--- src/rtl/fir_seq_ctrl.sv ---
// fir_seq_ctrl
// Sequencing controller for the equalizer FIR bank. Owns the circular sample
// queue pointers, writes each incoming sample, and once a full window is held
// runs one read/accumulate pass of DEPTH cycles per new sample.
//
// Ports:
//   clk        system clock, rising edge
//   rst        asynchronous active-high reset
//   vld        one-cycle strobe, new sample on queue write-data bus
//   wr_en      queue write enable (combinational)
//   wr_addr    queue write address (write pointer)
//   rd_addr    queue read address, oldest to newest during a pass
//   sequencing high for DEPTH cycles per pass, drives all FIR bands
//   fltr_vld   one-cycle pulse, FIR outputs settled
//   full       queue holds DEPTH samples, sticky until reset
//   ovr        sticky overrun flag, a sample arrived mid-pass and was dropped
//
// state | meaning
// ------+------------------------------------------------------------
// FILL  | queue not yet holding a full window; samples written, no pass
// IDLE  | window full, waiting for the next sample
// SEQ   | pass in progress, read address walks oldest to newest
// DONE  | pass finished, filter outputs valid; may accept next sample
module fir_seq_ctrl #(
  parameter int DEPTH  = 1021,
  parameter int ADDR_W = 10
) (
  input  logic              clk,
  input  logic              rst,
  input  logic              vld,
  output logic              wr_en,
  output logic [ADDR_W-1:0] wr_addr,
  output logic [ADDR_W-1:0] rd_addr,
  output logic              sequencing,
  output logic              fltr_vld,
  output logic              full,
  output logic              ovr
);

  // One extra bit so the fill count can represent DEPTH itself.
  localparam int CNT_W = ADDR_W + 1;
  localparam logic [ADDR_W-1:0] LAST     = ADDR_W'(DEPTH - 1);
  localparam logic [CNT_W-1:0]  CNT_LAST = CNT_W'(DEPTH - 1);
  localparam logic [CNT_W-1:0]  CNT_FULL = CNT_W'(DEPTH);

  typedef enum logic [1:0] {
    FILL = 2'd0,
    IDLE = 2'd1,
    SEQ  = 2'd2,
    DONE = 2'd3
  } state_t;

  state_t            state_q, state_d;
  logic [ADDR_W-1:0] wr_ptr_q, wr_ptr_d;
  logic [ADDR_W-1:0] rd_addr_q, rd_addr_d;
  logic [ADDR_W-1:0] tap_q, tap_d;
  logic [CNT_W-1:0]  cnt_q, cnt_d;
  logic              ovr_q, ovr_d;
  logic              enter_seq;

  function automatic logic [ADDR_W-1:0] wrap_inc(input logic [ADDR_W-1:0] a);
    return (a == LAST) ? '0 : a + ADDR_W'(1);
  endfunction

  // State register
  always_ff @(posedge clk or posedge rst) begin
    if (rst) state_q <= FILL;
    else     state_q <= state_d;
  end

  // Next-state logic
  always_comb begin
    state_d = state_q;
    case (state_q)
      FILL: if (vld && (cnt_q == CNT_LAST)) state_d = SEQ;
      IDLE: if (vld) state_d = SEQ;
      SEQ:  if (tap_q == LAST) state_d = DONE;
      DONE: state_d = vld ? SEQ : IDLE;
      default: state_d = FILL;
    endcase
  end

  // Outputs decoded from registered state only
  always_comb begin
    sequencing = 1'b0;
    fltr_vld   = 1'b0;
    case (state_q)
      SEQ:  sequencing = 1'b1;
      DONE: fltr_vld   = 1'b1;
      default: ;
    endcase
  end

  // rst is folded in so the enable drops the instant reset asserts.
  assign wr_en     = vld & ~rst & (state_q != SEQ);
  assign enter_seq = (state_d == SEQ) && (state_q != SEQ);

  always_comb begin
    wr_ptr_d  = wr_ptr_q;
    cnt_d     = cnt_q;
    rd_addr_d = rd_addr_q;
    tap_d     = tap_q;
    ovr_d     = ovr_q | (vld & (state_q == SEQ));

    if (wr_en) begin
      wr_ptr_d = wrap_inc(wr_ptr_q);
      if (cnt_q != CNT_FULL) cnt_d = cnt_q + CNT_W'(1);
    end

    if (enter_seq) begin
      // Post-increment write pointer addresses the oldest sample.
      rd_addr_d = wr_ptr_d;
      tap_d     = '0;
    end else if (state_q == SEQ) begin
      tap_d = tap_q + ADDR_W'(1);
      // Stop stepping on the final tap so the address holds outside SEQ.
      if (tap_q != LAST) rd_addr_d = wrap_inc(rd_addr_q);
    end
  end

  always_ff @(posedge clk or posedge rst) begin
    if (rst) begin
      wr_ptr_q  <= '0;
      rd_addr_q <= '0;
      tap_q     <= '0;
      cnt_q     <= '0;
      ovr_q     <= 1'b0;
    end else begin
      wr_ptr_q  <= wr_ptr_d;
      rd_addr_q <= rd_addr_d;
      tap_q     <= tap_d;
      cnt_q     <= cnt_d;
      ovr_q     <= ovr_d;
    end
  end

  assign wr_addr = wr_ptr_q;
  assign rd_addr = rd_addr_q;
  assign full    = (cnt_q == CNT_FULL);
  assign ovr     = ovr_q;

endmodule

--- config.mk ---
export PLATFORM = sky130hd
export DESIGN_NAME = fir_seq_ctrl
export DESIGN_NICKNAME = d
export VERILOG_FILES = /design/src/rtl/fir_seq_ctrl.sv
export SDC_FILE = /design/constraint.sdc
export NUM_CORES = 1
export LEC_CHECK = 0
export CORE_MARGIN = 4
export CORE_UTILIZATION = 40
export DETAILED_ROUTE_END_ITERATION = 10
export GPL_TIMING_DRIVEN = 1
export MAX_ROUTING_LAYER = met4
export PLACE_DENSITY = 0.66
export SYNTH_ARGS = -nofsm -noshare
export SYNTH_HDL_FRONTEND = slang
export SYNTH_SLANG_ARGS = --single-unit
--- constraint.sdc ---
create_clock -name clk -period 1.98 [get_ports clk]
set_clock_uncertainty 0.2 [all_clocks]
set_input_delay 0.297 -clock clk [delete_from_list [all_inputs] [get_ports clk]]
set_output_delay 0.297 -clock clk [all_outputs]
set_load 0.005 [all_outputs]
# After elaboration in Yosys (flattened, before gate mapping)

Cells that the tools add are included.

Register bits after elaboration: 44
Memory bits (writable): 0
Logic and storage cells: 49
Bits in latches: 0
Memories kept: 0
ROM bits: 0
Input bits: 3

Add/subtract/negate cells: 4
Multipliers: 0
Bitwise gates (word level): 5
Reductions and logical operators: 7
Multiplexer cells: 15
Div/mod/pow operators: 0
Equality and inequality tests: 12
Magnitude comparators: 0
Shift operators: 0

Operators with widths:

| operator                                                                | number |
|---|---|
| 10-bit 2-to-1 mux                                                       | 8 |
| 10-bit by 1-bit adder with 10-bit output, second input constant         | 3 |
| 10-bit equality test, second input constant                             | 3 |
| 11-bit by 10-bit equality test with 1-bit output, second input constant | 2 |
| 11-bit by 1-bit adder with 11-bit output, second input constant         | 1 |
| 11-bit by 10-bit != test with 1-bit output, second input constant       | 1 |
| 10-bit != test, second input constant                                   | 1 |
| 2-bit 2-to-1 mux                                                        | 4 |
| 2-bit one-hot mux with 4 select lines                                   | 1 |
| 2-bit equality test, second input constant                              | 3 |
| 2-bit AND reduction                                                     | 2 |
| 2-bit nonzero test                                                      | 2 |
| 1-bit bitwise AND                                                       | 3 |
| 2-bit by 1-bit equality test with 1-bit output, second input constant   | 1 |
| 1-bit logical AND                                                       | 2 |
| 2-bit zero test                                                         | 1 |
| 1-bit 2-to-1 mux                                                        | 2 |
| 2-bit != test, second input constant                                    | 1 |
| 1-bit NOT                                                               | 1 |
| 1-bit bitwise OR                                                        | 1 |

# Logic depth before layout (Yosys ltp)

Gate-level depths: netlist (run 1).

Depth after elaboration: 8
Gate-level depth with buffers: 8
Mapped depth without buffers: 7

# Worst setup path after synthesis (run 1)

Ideal clock, no wire load.

Path kind: register -> register
From: register wr_ptr_q[0], in the netlist wr_addr[0]
To: register rd_addr_q[0], in the netlist rd_addr[0]
Clock period less this slack: 1.996 ns
Required time: 1.655 ns
Arrival time: 1.671 ns
Setup time: 0.125 ns
Path slack: -0.016 ns
Stages on the path, launching flop included: 8
Cell sequence: dfrtp_1 inv_1 ha_1 nand3_1 or3_1 a21boi_1 o22ai_1 mux2_4

Cells in the longest elaborated chain, start to end: 4
Elaborated cells on any way between the ends: 5
Classes of those cells: 1 x add/sub; 1 x eq/ne; 3 x mux

Ends and longest elaborated chain:

| element                                                                          | line | text |
|---|---|---|
| from (decl)                                                                      | 54   | `logic [ADDR_W-1:0] wr_ptr_q, wr_ptr_d;` |
| from (signal assigned)                                                           | 129  | `wr_ptr_q <= wr_ptr_d;` |
| 10-bit by 1-bit adder with 10-bit output or 10-bit equality test (tied branches) | 62   | `return (a == LAST) ? '0 : a + ADDR_W'(1);` |
| 10-bit 2-to-1 mux                                                                | 62   |  |
| 10-bit 2-to-1 mux (*)                                                            | 105  | `if (wr_en) begin` |
| 10-bit 2-to-1 mux (*)                                                            | 110  | `if (enter_seq) begin` |
| to (signal assigned)                                                             | 130  | `rd_addr_q <= rd_addr_d;` |
| to (decl)                                                                        | 55   | `logic [ADDR_W-1:0] rd_addr_q, rd_addr_d;` |

Mark *: on every way between the ends. The rest lies on a longest branch, timed or not.
A chain may end at the register's enable or synchronous reset.

# Worst setup path in the final report (run 1)

From: input vld
To: register rd_addr_q[7], in the netlist rd_addr[7]

Cells in the longest elaborated chain, start to end: 7
Elaborated cells on any way between the ends: 14
Classes of those cells: 1 x eq/ne; 6 x mux; 2 x bitwise; 5 x reduce/logical

Ends and longest elaborated chain:

| element                               | line | text |
|---|---|---|
| from (decl)                           | 30   | `input logic vld,` |
| 1-bit logical AND                     | 75   | `FILL: if (vld && (cnt_q == CNT_LAST)) state_d = SEQ;` |
| 2-bit 2-to-1 mux                      | 75   |  |
| 2-bit one-hot mux with 4 select lines | 74   | `case (state_q)` |
| 2-bit equality test                   | 96   | `assign enter_seq = (state_d == SEQ) && (state_q != SEQ);` |
| 1-bit logical AND                     | 96   |  |
| 2-bit nonzero test (no line)          | -    |  |
| 2-bit AND reduction (no line)         | -    |  |

Parallel ways exist; a longest one is shown, timed or not.

==> results.md, run 1 <==
- Status: finished clean
- First-pass GRT wire length: 11.44 mm
- Worst Setup Start Kind: input pin
- Switching pwr: 0.001294 W
- Post-Route WL: 7.074 mm
- Mapped Cells: 268
- Slowest-stage cell, CP: clkdlybuf4s50_1
- Num rows: 29
- Critical path fanouts, max: 6
- Post-Place Cells: 414
- Final hold viol count: 0
- Int Pwr: 0.002537 W
- RSZ-0062 raised after global routing: true
- Mapped Area: 2609 um2
- Die height: 88.76 um
- Initial core utilization: 0.4108
- Pwr/cell area: 1056 nW/um2
- Fill count: 547
- Distinct cells, synth: 63
- CTS buffer count: 5
- Max-cap viol count: 0
- Layout cells sized above 1: 0.3173
- Global Route Usage Sum: 0.1938
- Port Buffer Count: 27
- Area of the die: 7878 um2
- Sequential power share: 0.358
- Critical R2R Launch: state_q[0]$_DFF_PP0_
- R2r endpoint: rd_addr[5]$_DFFE_PP0P_
- Final HPWL DP: 5.028 mm
- Starting DRT DRC Count: 188
- Synth top area cells: dfrtp_1 (42%), nand3_1 (5.2%), ha_1 (4.3%), xnor2_1 (3.7%), nand2_1 (3.3%)
- Initial antenna violation count: 0
- Synthesis-stage register bit count: 44
- Synth Flop Type: dfrtp_1
- Clk slew on worst S/H paths: 0.09 ns
- Kind of path behind the tightest hold check: in2async
- Reg2Reg Depth: 6
- Final nets: 364
- CP Capture Type: register
- R2R Setup Slk: 0.08 ns
- Peak supply drop: 0.0007508 V
- CP max stage delay: 0.51 ns
- Post-route DRC: 0
- Diode count: 0
- Vias: 2,425
- Final ANT Viol Nets: 0
- CP cell instances: clkdlybuf4s50_1 > nand2b_1 > nor4_4 > xnor2_2 > o32ai_2 > a22o_1
- FF/Latch Area: 1104 um2
- Final Instance Count excl. Fillers: 430
- Sequential share of the synthesized area: 0.4221
- Top post-synthesis cells by count: dfrtp_1 (44), nand3_1 (27), nand2_1 (23)
- Post-synth ARST share: 1.000
- Synth top area share: 0.4221
- Count leader, synth: dfrtp_1
- Vias in the first global route: 2,358
- H-tree levels: 2
- Leading area contributor after synthesis: dfrtp_1
- Highest Clock Rate: 521.0 MHz
- Syn Nets: 280
- Slew margin rel.: 0.6267
- Combinational Power Share: 0.389
- GRT overflow: 0
- Avg Cell Area, Syn: 9.734 um2
- Die W: 88.76 um
- Core outline area: 6350 um2
- Vias/cell: 5.640
- Largest net degree at the start of global routing: 16
- CTS Buffer Depth: 2
- Slew @ Worst Pin: 0.5565 ns
- Layout Utilization: 0.5712
- Clock power frac: 0.253
- Critical path class: in2reg
- Critical path arrival: 1.91 ns
- Critical path data required time: 1.97 ns
- IO Pins: 28
- Multi-input gate area: 1474 um2
- Routed len/inst: 16.45 um
- # setup viols final: 0
- Clock Sinks: 44
- Total number of yosys warnings: 0
- Pins Over Slew Limit: 0
- Final setup TNS: 0 ns
- Min Tclk post-route: 1.919 ns
- CP Launch Point: vld
- Period utilization: 0.9694
- Initial DRT Pass Iterations: 4
- Clock Latency Late Sink: 0.30 ns
- P_leak: 1.616 nW
- Number of synthesized flops with an enable pin: 0
- Sw Ratio: 0.3379
- Root Buffer: clkbuf_8
- RD Place Congestion: 0.9226
- CTS tree: done
- Area Overhead vs Synth: 39.04%
## repair_timing
action	in CTS	in global routing
buffers inserted	6	2
setup endpoints to repair	4	12
hold buffers	0	0
pin swaps	1	8
resized for setup	10	27
## power by group through the flow
stage,clock network [W],registers (W),logic [W]
after floorplan,0,0.00139,0.000655
after global placement,0,0.00137,0.00134
after detailed placement,0,0.00138,0.00136
after CTS,0.000985,0.00136,0.00140
after global routing,0.00102,0.00141,0.00164
final,0.000968,0.00137,0.00149
## flip-flops by register name, indices dropped and copies added (netlist names)
| signal | flops |
|---|---|
| ovr | 1 |
| tap_q | 10 |
| wr_addr | 10 |
| state_q | 2 |
| cnt_q | 11 |
| rd_addr | 10 |
## worst max path at each step
stage | slack, ns | depth (start not counted) | to
2_1_floorplan | 0.03 | 7 | rd_addr[0]$_DFFE_PP0P_
3_3_place_gp | -0.19 | 5 | wr_en
3_5_place_dp | -0.23 | 6 | rd_addr[7]$_DFFE_PP0P_
4_1_cts | -0.02 | 5 | wr_en
5_1_grt | -0.02 | 6 | rd_addr[5]$_DFFE_PP0P_
6_report | 0.06 | 6 | rd_addr[7]$_DFFE_PP0P_
## worst max-delay path, delay by kind of cell
family                 cells  cell delay [ns]
AO/OA/AOI/OAI              2             0.33
buffers and inverters      1             0.51
AND/OR/NAND/NOR            2             0.59
XOR/XNOR                   1             0.17
## layout by cell type (no fill, tap or decap), drive strengths merged, types with 4 or more instances in the layout
cell,synthesis,final
buf,6,60
dfrtp,44,44
nand3,28,28
nand2,24,24
clkdlybuf4s50,0,23
o21ai,17,17
inv,15,14
nor2,11,11
xnor2,11,11
nand4,10,10
nor3,10,10
ha,9,9
a31oi,8,8
and3,6,6
and2,6,6
a21oi,5,5
clkbuf,4,5
xor2,4,4
o31ai,4,4
and4,4,4
## cell type report
class                           instances  share of cell area
Tap cell                               77             0.02656
Sequential cell                        44              0.3042
Inverter                               15             0.01690
Clock inverter                          3             0.02484
Multi-Input combinational cell        199              0.4063
Clock buffer                            5             0.01897
Timing Repair Buffer                   87              0.2021
## stage by stage
| step | worst slack, ns | area, um2 | hold slack (ns) | power (W) |
|---|---|---|---|---|
| 2_1_floorplan | 0.02551 | 2614 | 0.2382 | 0.002041 |
| 3_3_place_gp | -0.1929 | 3272 | 0.2557 | 0.002708 |
| 3_5_place_dp | -0.2292 | 3272 | 0.2717 | 0.002740 |
| 4_1_cts | -0.02110 | 3497 | 0.1336 | 0.003750 |
| 5_1_grt | -0.01941 | 3627 | 0.1679 | 0.004070 |
| 6_report | 0.06059 | 3627 | 0.1211 | 0.003831 |
## logic make-up (layout without fill, tap and decap cells)
logic type	count (synthesis)	in the layout	share of synthesized area
compound gates	59	59	0.1664
fa+ha+maj	9	9	0.04317
flops	44	44	0.4221
simple gates	112	112	0.2413
mux	4	4	0.01726
buf+inv	25	110	0.05947
xor+xnor	15	15	0.05036
## routing by layer
layer	track usage	share of wire	vias to the layer above
li1	-	-	1150
met1	0.2640	0.45	1170
met2	0.2895	0.48	89
met3	0.03818	0.057	16
met4	0.06181	0.016	0
met5	-	0	-
(Power assumes the default switching activity.)
==> run 2, diff against run 1 <==
Settings changed: CTS_CLUSTER_SIZE from default to 30.
==> results of run 2 <==
Final layout, timing and power as in run 1 (identical DEF).
